$ cat config.mk
export PLATFORM = sky130hd
export DESIGN_NAME = axi_interconnect_width_convert_awsplit
export DESIGN_NICKNAME = d
export VERILOG_FILES = /design/src/rtl/axi_interconnect_width_convert_awsplit_pkg.sv /design/src/rtl/axi_interconnect_width_convert_awsplit.sv
export SDC_FILE = /design/constraint.sdc
export NUM_CORES = 1
export LEC_CHECK = 0
export ABC_AREA = 1
export CAP_MARGIN = 40
export CORE_MARGIN = 4
export CORE_UTILIZATION = 55
export DETAILED_ROUTE_END_ITERATION = 16
export MAX_ROUTING_LAYER = met4
export PLACE_DENSITY = 0.9
export SLEW_MARGIN = 15
export SYNTH_ARGS = -nofsm -noshare
export SYNTH_HDL_FRONTEND = slang
export SYNTH_SLANG_ARGS = --single-unit
export TNS_END_PERCENT = 5
$ cat constraint.sdc
create_clock -name clk_sys -period 3.1 [get_ports clk_sys]
set_clock_uncertainty 0.05 [all_clocks]
set_input_delay 0.31 -clock clk_sys [delete_from_list [all_inputs] [get_ports clk_sys]]
set_output_delay 0.31 -clock clk_sys [all_outputs]
set_load 0.005 [all_outputs]
$ cat src/rtl/axi_interconnect_width_convert_awsplit_pkg.sv
// Shared constants and helpers for the downsizing width-convert stages.
package axi_interconnect_width_convert_awsplit_pkg;

   localparam logic [1:0]  BURST_INCR = 2'b01;
   localparam logic [12:0] BYTES_4K   = 13'h1000;

   typedef enum logic [1:0] {
      ST_IDLE  = 2'd0,
      ST_CALC  = 2'd1,
      ST_ISSUE = 2'd2
   } awsplit_state_e;

   // Ceiling log2 for elaboration-time sizing (clog2(1) == 0).
   function automatic int unsigned clog2(input int unsigned value);
      int unsigned res;
      res = 0;
      for (int i = 0; i < 32; i++) begin
         if ((64'd1 << i) < 64'(value)) begin
            res = i + 1;
         end
      end
      return res;
   endfunction

endpackage

$ cat src/rtl/axi_interconnect_width_convert_awsplit.sv
// Write-address splitter: one wide-slave AW burst becomes 1..N narrow INCR sub-bursts,
// each capped at MAX_BEATS and never crossing 4KB, with one B-merger entry per sub-burst.
module axi_interconnect_width_convert_awsplit
   import axi_interconnect_width_convert_awsplit_pkg::*;
#(
   parameter int WIDTH_ID     = 4,
   parameter int WIDTH_AWUSER = 1,
   parameter int WIDTH_ADDR   = 32,
   parameter int S_DW         = 128,
   parameter int M_DW         = 32,
   parameter int MAX_BEATS    = 256,
   parameter int U_DLY        = 1,
   localparam int W_ID        = (WIDTH_ID == 0) ? 1 : WIDTH_ID,
   localparam int W_USER      = (WIDTH_AWUSER == 0) ? 1 : WIDTH_AWUSER
)
(
   input  logic                  clk_sys,
   input  logic                  rst_n,
   input  logic [W_ID-1:0]       s_awid,
   input  logic [WIDTH_ADDR-1:0] s_awaddr,
   input  logic [7:0]            s_awlen,
   input  logic [W_USER-1:0]     s_awuser,
   input  logic                  s_awvalid,
   output logic                  s_awready,
   output logic [W_ID-1:0]       m_awid,
   output logic [WIDTH_ADDR-1:0] m_awaddr,
   output logic [7:0]            m_awlen,
   output logic [2:0]            m_awsize,
   output logic [1:0]            m_awburst,
   output logic [W_USER-1:0]     m_awuser,
   output logic                  m_awvalid,
   input  logic                  m_awready,
   input  logic                  req_full,
   output logic                  req_en,
   output logic                  req_last
);

   localparam int unsigned R      = S_DW / M_DW;
   localparam int unsigned LOG_R  = clog2(R);
   localparam int unsigned SIZE   = clog2(M_DW / 8);
   localparam int unsigned CNT_W  = 9 + LOG_R;
   localparam int unsigned CW     = (CNT_W > 13) ? CNT_W : 13;
   localparam logic [CW-1:0] MAX_CW = CW'(MAX_BEATS);
   localparam logic [2:0] AWSIZE  = 3'(SIZE);

   awsplit_state_e        state_q;
   logic [W_ID-1:0]       id_q;
   logic [WIDTH_ADDR-1:0] addr_q;
   logic [W_USER-1:0]     user_q;
   logic [CNT_W-1:0]      rem_q;
   logic [CW-1:0]         chunk_q;
   logic                  last_q;
   logic                  s_awready_q;
   logic                  m_awvalid_q;
   logic [WIDTH_ADDR-1:0] m_awaddr_q;
   logic [7:0]            m_awlen_q;
   logic                  req_en_q;
   logic                  req_last_q;

   logic [12:0]           room_bytes_d;
   logic [CW-1:0]         room_beats_d;
   logic [CW-1:0]         rem_ext_d;
   logic [CW-1:0]         capped_d;
   logic [CW-1:0]         chunk_d;
   logic                  last_d;
   logic [CNT_W-1:0]      total_d;
   logic                  unused_dly_s;

   // U_DLY is a simulation-only delay; it is unused in synthesized logic.
   assign unused_dly_s = (U_DLY >= 0);

   // Chunk size: min(remaining, MAX_BEATS, beats left before the next 4KB boundary).
   always_comb begin
      room_bytes_d = BYTES_4K - {1'b0, addr_q[11:0]};
      room_beats_d = CW'(room_bytes_d >> SIZE);
      rem_ext_d    = CW'(rem_q);
      capped_d     = (rem_ext_d < MAX_CW) ? rem_ext_d : MAX_CW;
      chunk_d      = (room_beats_d < capped_d) ? room_beats_d : capped_d;
      last_d       = (chunk_d == rem_ext_d);
      total_d      = (CNT_W'(s_awlen) + CNT_W'(1)) << LOG_R;
   end

   // Split FSM; every output is a register so nothing combinational reaches the ports.
   always_ff @(posedge clk_sys or negedge rst_n) begin
      if (!rst_n) begin
         state_q     <= ST_IDLE;
         id_q        <= '0;
         addr_q      <= '0;
         user_q      <= '0;
         rem_q       <= '0;
         chunk_q     <= '0;
         last_q      <= 1'b0;
         s_awready_q <= 1'b0;
         m_awvalid_q <= 1'b0;
         m_awaddr_q  <= '0;
         m_awlen_q   <= 8'd0;
         req_en_q    <= 1'b0;
         req_last_q  <= 1'b0;
      end else begin
         req_en_q   <= 1'b0;
         req_last_q <= 1'b0;
         case (state_q)
            ST_IDLE: begin
               if (s_awvalid && s_awready_q) begin
                  id_q        <= s_awid;
                  addr_q      <= s_awaddr;
                  user_q      <= s_awuser;
                  rem_q       <= total_d;
                  s_awready_q <= 1'b0;
                  state_q     <= ST_CALC;
               end else begin
                  s_awready_q <= 1'b1;
               end
            end
            ST_CALC: begin
               m_awaddr_q <= addr_q;
               m_awlen_q  <= 8'(chunk_d - CW'(1));
               chunk_q    <= chunk_d;
               last_q     <= last_d;
               if (!req_full) begin
                  m_awvalid_q <= 1'b1;
                  state_q     <= ST_ISSUE;
               end else begin
                  state_q     <= ST_CALC;
               end
            end
            ST_ISSUE: begin
               if (m_awready) begin
                  addr_q      <= addr_q + (WIDTH_ADDR'(chunk_q) << SIZE);
                  rem_q       <= rem_q - CNT_W'(chunk_q);
                  m_awvalid_q <= 1'b0;
                  req_en_q    <= 1'b1;
                  req_last_q  <= last_q;
                  if (last_q) begin
                     s_awready_q <= 1'b1;
                     state_q     <= ST_IDLE;
                  end else begin
                     state_q     <= ST_CALC;
                  end
               end else begin
                  state_q <= ST_ISSUE;
               end
            end
            default: begin
               m_awvalid_q <= 1'b0;
               s_awready_q <= 1'b0;
               state_q     <= ST_IDLE;
            end
         endcase
      end
   end

   assign s_awready = s_awready_q;
   assign m_awid    = id_q;
   assign m_awaddr  = m_awaddr_q;
   assign m_awlen   = m_awlen_q;
   assign m_awsize  = AWSIZE;
   assign m_awburst = BURST_INCR;
   assign m_awuser  = user_q;
   assign m_awvalid = m_awvalid_q;
   assign req_en    = req_en_q;
   assign req_last  = req_last_q;

endmodule

==> impl_metrics.py <==
metrics = {
    "global_route": {
        "grt_use_met3": 0.0500,
        "grt_pass1_vias": 6485,
        "antenna_found_initial": 1,
        "grt-ovfl-total": 0,
        "busiest_layer": "met2",
        "grt_pass1_wl_um": 31500,
        "met2_usage": 0.435,
        "grt_util_all_layers": 0.276,
        "grt_max_degree": 73,
        "use_met1": 0.368,
    },
    "power_and_ir_drop": {
        "finalPower_mw": 10.1,
        "p_per_area_mw_per_mm2": 1150,
        "p_leak_nw": 4.19,
        "peakVddDrop_mv": 0.812,
    },
    "synth": {
        "synth_cell_types": 50,
        "synth_edf_count": 0,
        "ys_seq_area_frac": 0.381,
        "ys_top_cells_by_area": "dfrtp_1 (38%), nand2_1 (12%), o21ai_0 (7.2%)",
        "synthCells": 945,
        "syn_avg_cell_area_um2": 7.36,
        "synth.top_cell.area_share": 0.381,
        "synth_top_area_cell": "dfrtp_1",
        "synth_flop_cell": "dfrtp_1",
        "synth_area_mm2": 0.00696,
        "synth_top_family_by_area": "simple AND/OR/NAND/NOR gates",
        "synth_compound_area_frac": 0.158,
        "yosys.area_share.simple": 0.275,
        "synth_xor_area_frac": 0.0264,
        "synth-async-reset-ratio": 1.00,
        "synth_fa_ha_area_frac": 0.0615,
        "yosysWarnings": 0,
        "yosys-mux-area-fraction": 0,
        "synth-seq-cells": 106,
    },
    "final_layout": {
        "syn_to_final_growth_pct": 26.0,
        "finalNetCount": 1149,
        "design_area_mm2": 0.00877,
        "final_cells": 1239,
        "layout_commonest_cell": "nand2_1",
        "drive_above_1_share": 0.122,
        "mostFrequentLayoutCells": "nand2_1 (218), inv_1 (109), dfrtp_1 (105), o21ai_0 (100), clkdlybuf4s50_1 (97)",
    },
    "drt": {
        "drt_iter0_markers": 644,
        "wl_per_cell_um": 15.9,
        "vias": 6950,
        "via_per_inst": 5.61,
        "first_pass_iters": 5,
        "remaining_drc_errors": 0,
        "drt-total-wl_um": 19700,
        "ant_nets": 0,
    },
    "clock_network": {
        "path_clk_slew_ps": 70,
        "clkLatencyLatePin_ps": 360,
        "cts_made_buffers": 9,
        "cts_tree": "done",
        "numClockSinks": 106,
        "cts.path.max_buffers": 2,
        "cts_root_buf": "clkbuf_16",
        "h-tree-depth": 3,
    },
    "worst_setup_path": {
        "path_max_fanout": 8,
        "r2r_end": "m_awlen[6]",
        "critPathKind": "reg2reg",
        "cp_cell_sequence": "inv_2 > nand2_4 > nor2_4 > nand2_4 > nor2_4 > nand4_1 > nand2_1 > inv_2 > ha_4 > nand2_2 > buf_4 > o21ai_0 > a21oi_4 > buf_6 > nand3_1 > nand2_2 > nor2_1 > nand3_2 > nand2_1 > nand2_1 > nand2_1 > nand2_1",
        "start_kind": "flip-flop",
        "cp.arrival_ps": 3330,
        "r2r-start": "addr_q[1]",
        "path_common_cell": "nand2_1",
        "cp-end-kind": "flip-flop",
        "rrSetupSlack_ps": -30,
        "r2r_cells": 22,
        "cp_data_required_time_ps": 3300,
        "cpMaxStageDelayCell": "dfrtp_1",
        "critPathMaxStageDelay_ps": 400,
    },
    "timing": {
        "min_period_ps": 3130,
        "worstMarginPinSlew_ps": 725,
        "rsz0062_at_grt": "yes",
        "setup_viol": 2,
        "setup_tns_ps": -61.2,
        "drv_slew": 0,
        "setup_ws_ps": -33.1,
        "fmax_mhz": 319,
        "maxSlewHeadroom": 0.516,
        "period_share": 1.01,
        "hold_viol_final": 0,
    },
    "job": {
        "cap_violations": 0,
    },
    "status": {
        "run_status": "complete, but fails checks",
        "violations": "negative setup slack",
    },
    "placed_design": {
        "placed_area_mm2": 0.00822,
        "place_ws_ps": -8.67,
        "place.gp.congestion": 0.950,
        "dp_hpwl_um": 14300,
        "io_buffers": 98,
        "placed_cells": 1210,
    },
    "min_path": {
        "min-delay-start": "s_awid[0]",
        "min_to": "m_awid[0]",
        "holdPathStages": 3,
        "hp-class": "in2reg",
    },
    "floorplan": {
        "initial_core_util": 0.570,
        "die_y_um": 120,
        "io_pins": 104,
        "die_x_um": 120,
        "dieArea_mm2": 0.0145,
        "row_count": 40,
        "fp.coreArea_mm2": 0.0122,
    },
}
==> metal layers <==
layer	up-vias	part of all wire
li1	3350	-
met1	3233	0.42
met2	317	0.48
met3	50	0.078
met4	0	0.023
met5	-	0
==> synthesized netlist by cell type (2+ instances only) <==
cell type and count:
nand2_1 230, inv_1 116, dfrtp_1 106, o21ai_0 100, nor2_1 75, nand3_1 51
a21oi_1 35, ha_1 31, clkbuf_1 24, nand4_1 19, o22ai_1 19, nor3_1 16
xor2_1 16, o211ai_1 12, a31oi_1 8, inv_2 8, nand2_2 7, buf_4 5
nor2_2 5, xnor2_1 5, nand2_4 4, nand3_2 4, nor4_1 4, o21ai_1 3
or2_2 3, a21o_1 2, a21oi_2 2, buf_2 2, buf_8 2, conb_1 2
fa_1 2, nand3_4 2, nand3b_1 2, nor3b_1 2, o2111ai_1 2, o21a_1 2
o21bai_1 2, o221ai_1 2, o31ai_1 2
==> worst max-delay path, delay by kind of cell (launching register included) <==
kind	cells	cell delay, ps
DFF	1	400
buffers and inverters	4	450
adders and majority gates	1	260
AOI/OAI and AO/OA	2	410
and+or+nand+nor	15	1430
==> cells by family after synthesis <==
family	after synthesis
other	2
buffers and inverters	160
AND/OR/NAND/NOR	428
XOR/XNOR	21
AO/OA/AOI/OAI	195
flip-flops	106
adder cells (fa/ha/maj)	33
==> how the worst max path moves through the flow <==
stage	startpoint	to	slack (ps)	cells after the start
after floorplan	addr_q[3]	m_awlen[5]	260	26
after global placement	addr_q[1]	m_awlen[6]	140	26
after detailed placement	addr_q[1]	m_awlen[7]	-9	26
after CTS	addr_q[4]	m_awlen[7]	30	26
after global routing	addr_q[1]	m_awlen[5]	-250	26
final	addr_q[1]	m_awlen[6]	-30	22
==> metrics by stage <==
stage	util	hold slack, ps
final	0.718	434
after global routing	0.718	448
after CTS	0.699	429
after detailed placement	0.673	331
after global placement	0.672	323
after floorplan	-	-35.6
==> registers in the layout (all words and copies together) (netlist names) <==
signal / cells
addr_q: 32
chunk_q: 11
last_q: 1
m_awaddr: 32
m_awid: 4
m_awlen: 8
m_awuser: 1
m_awvalid: 1
rem_q: 11
req_en: 1
req_last: 1
s_awready: 1
state_q: 2
==> where the power goes <==
part,total (mW),switching [mW],leakage (nW),internal (mW)
clock,1.19,0.539,0.149,0.651
sequential,2.58,0.537,1.31,2.04
combinational,6.33,3.77,2.73,2.56
==> cell type report <==
type                       count  area [um^2]
antenna                        1         2.50
inverter                     125          469
tap                          168          210
multi-input combinational    685         3810
clock inverter                 5         61.3
fill                         984         3440
clock buffer                  10          239
timing repair buffer         139         1320
sequential                   106         2650
==> timing repair <==
| action | in CTS | in global routing |
|---|---|---|
| gates resized for setup | 1 | 44 |
| hold buffers | 1 | 0 |
| setup buffers | 1 | 10 |
| endpoints found under the setup margin | 5 | 20 |
| cloned | 0 | 1 |
| pin swaps | 1 | 27 |
| endpoints found under the hold margin | 49 | 0 |
(Power assumes the default switching activity.)
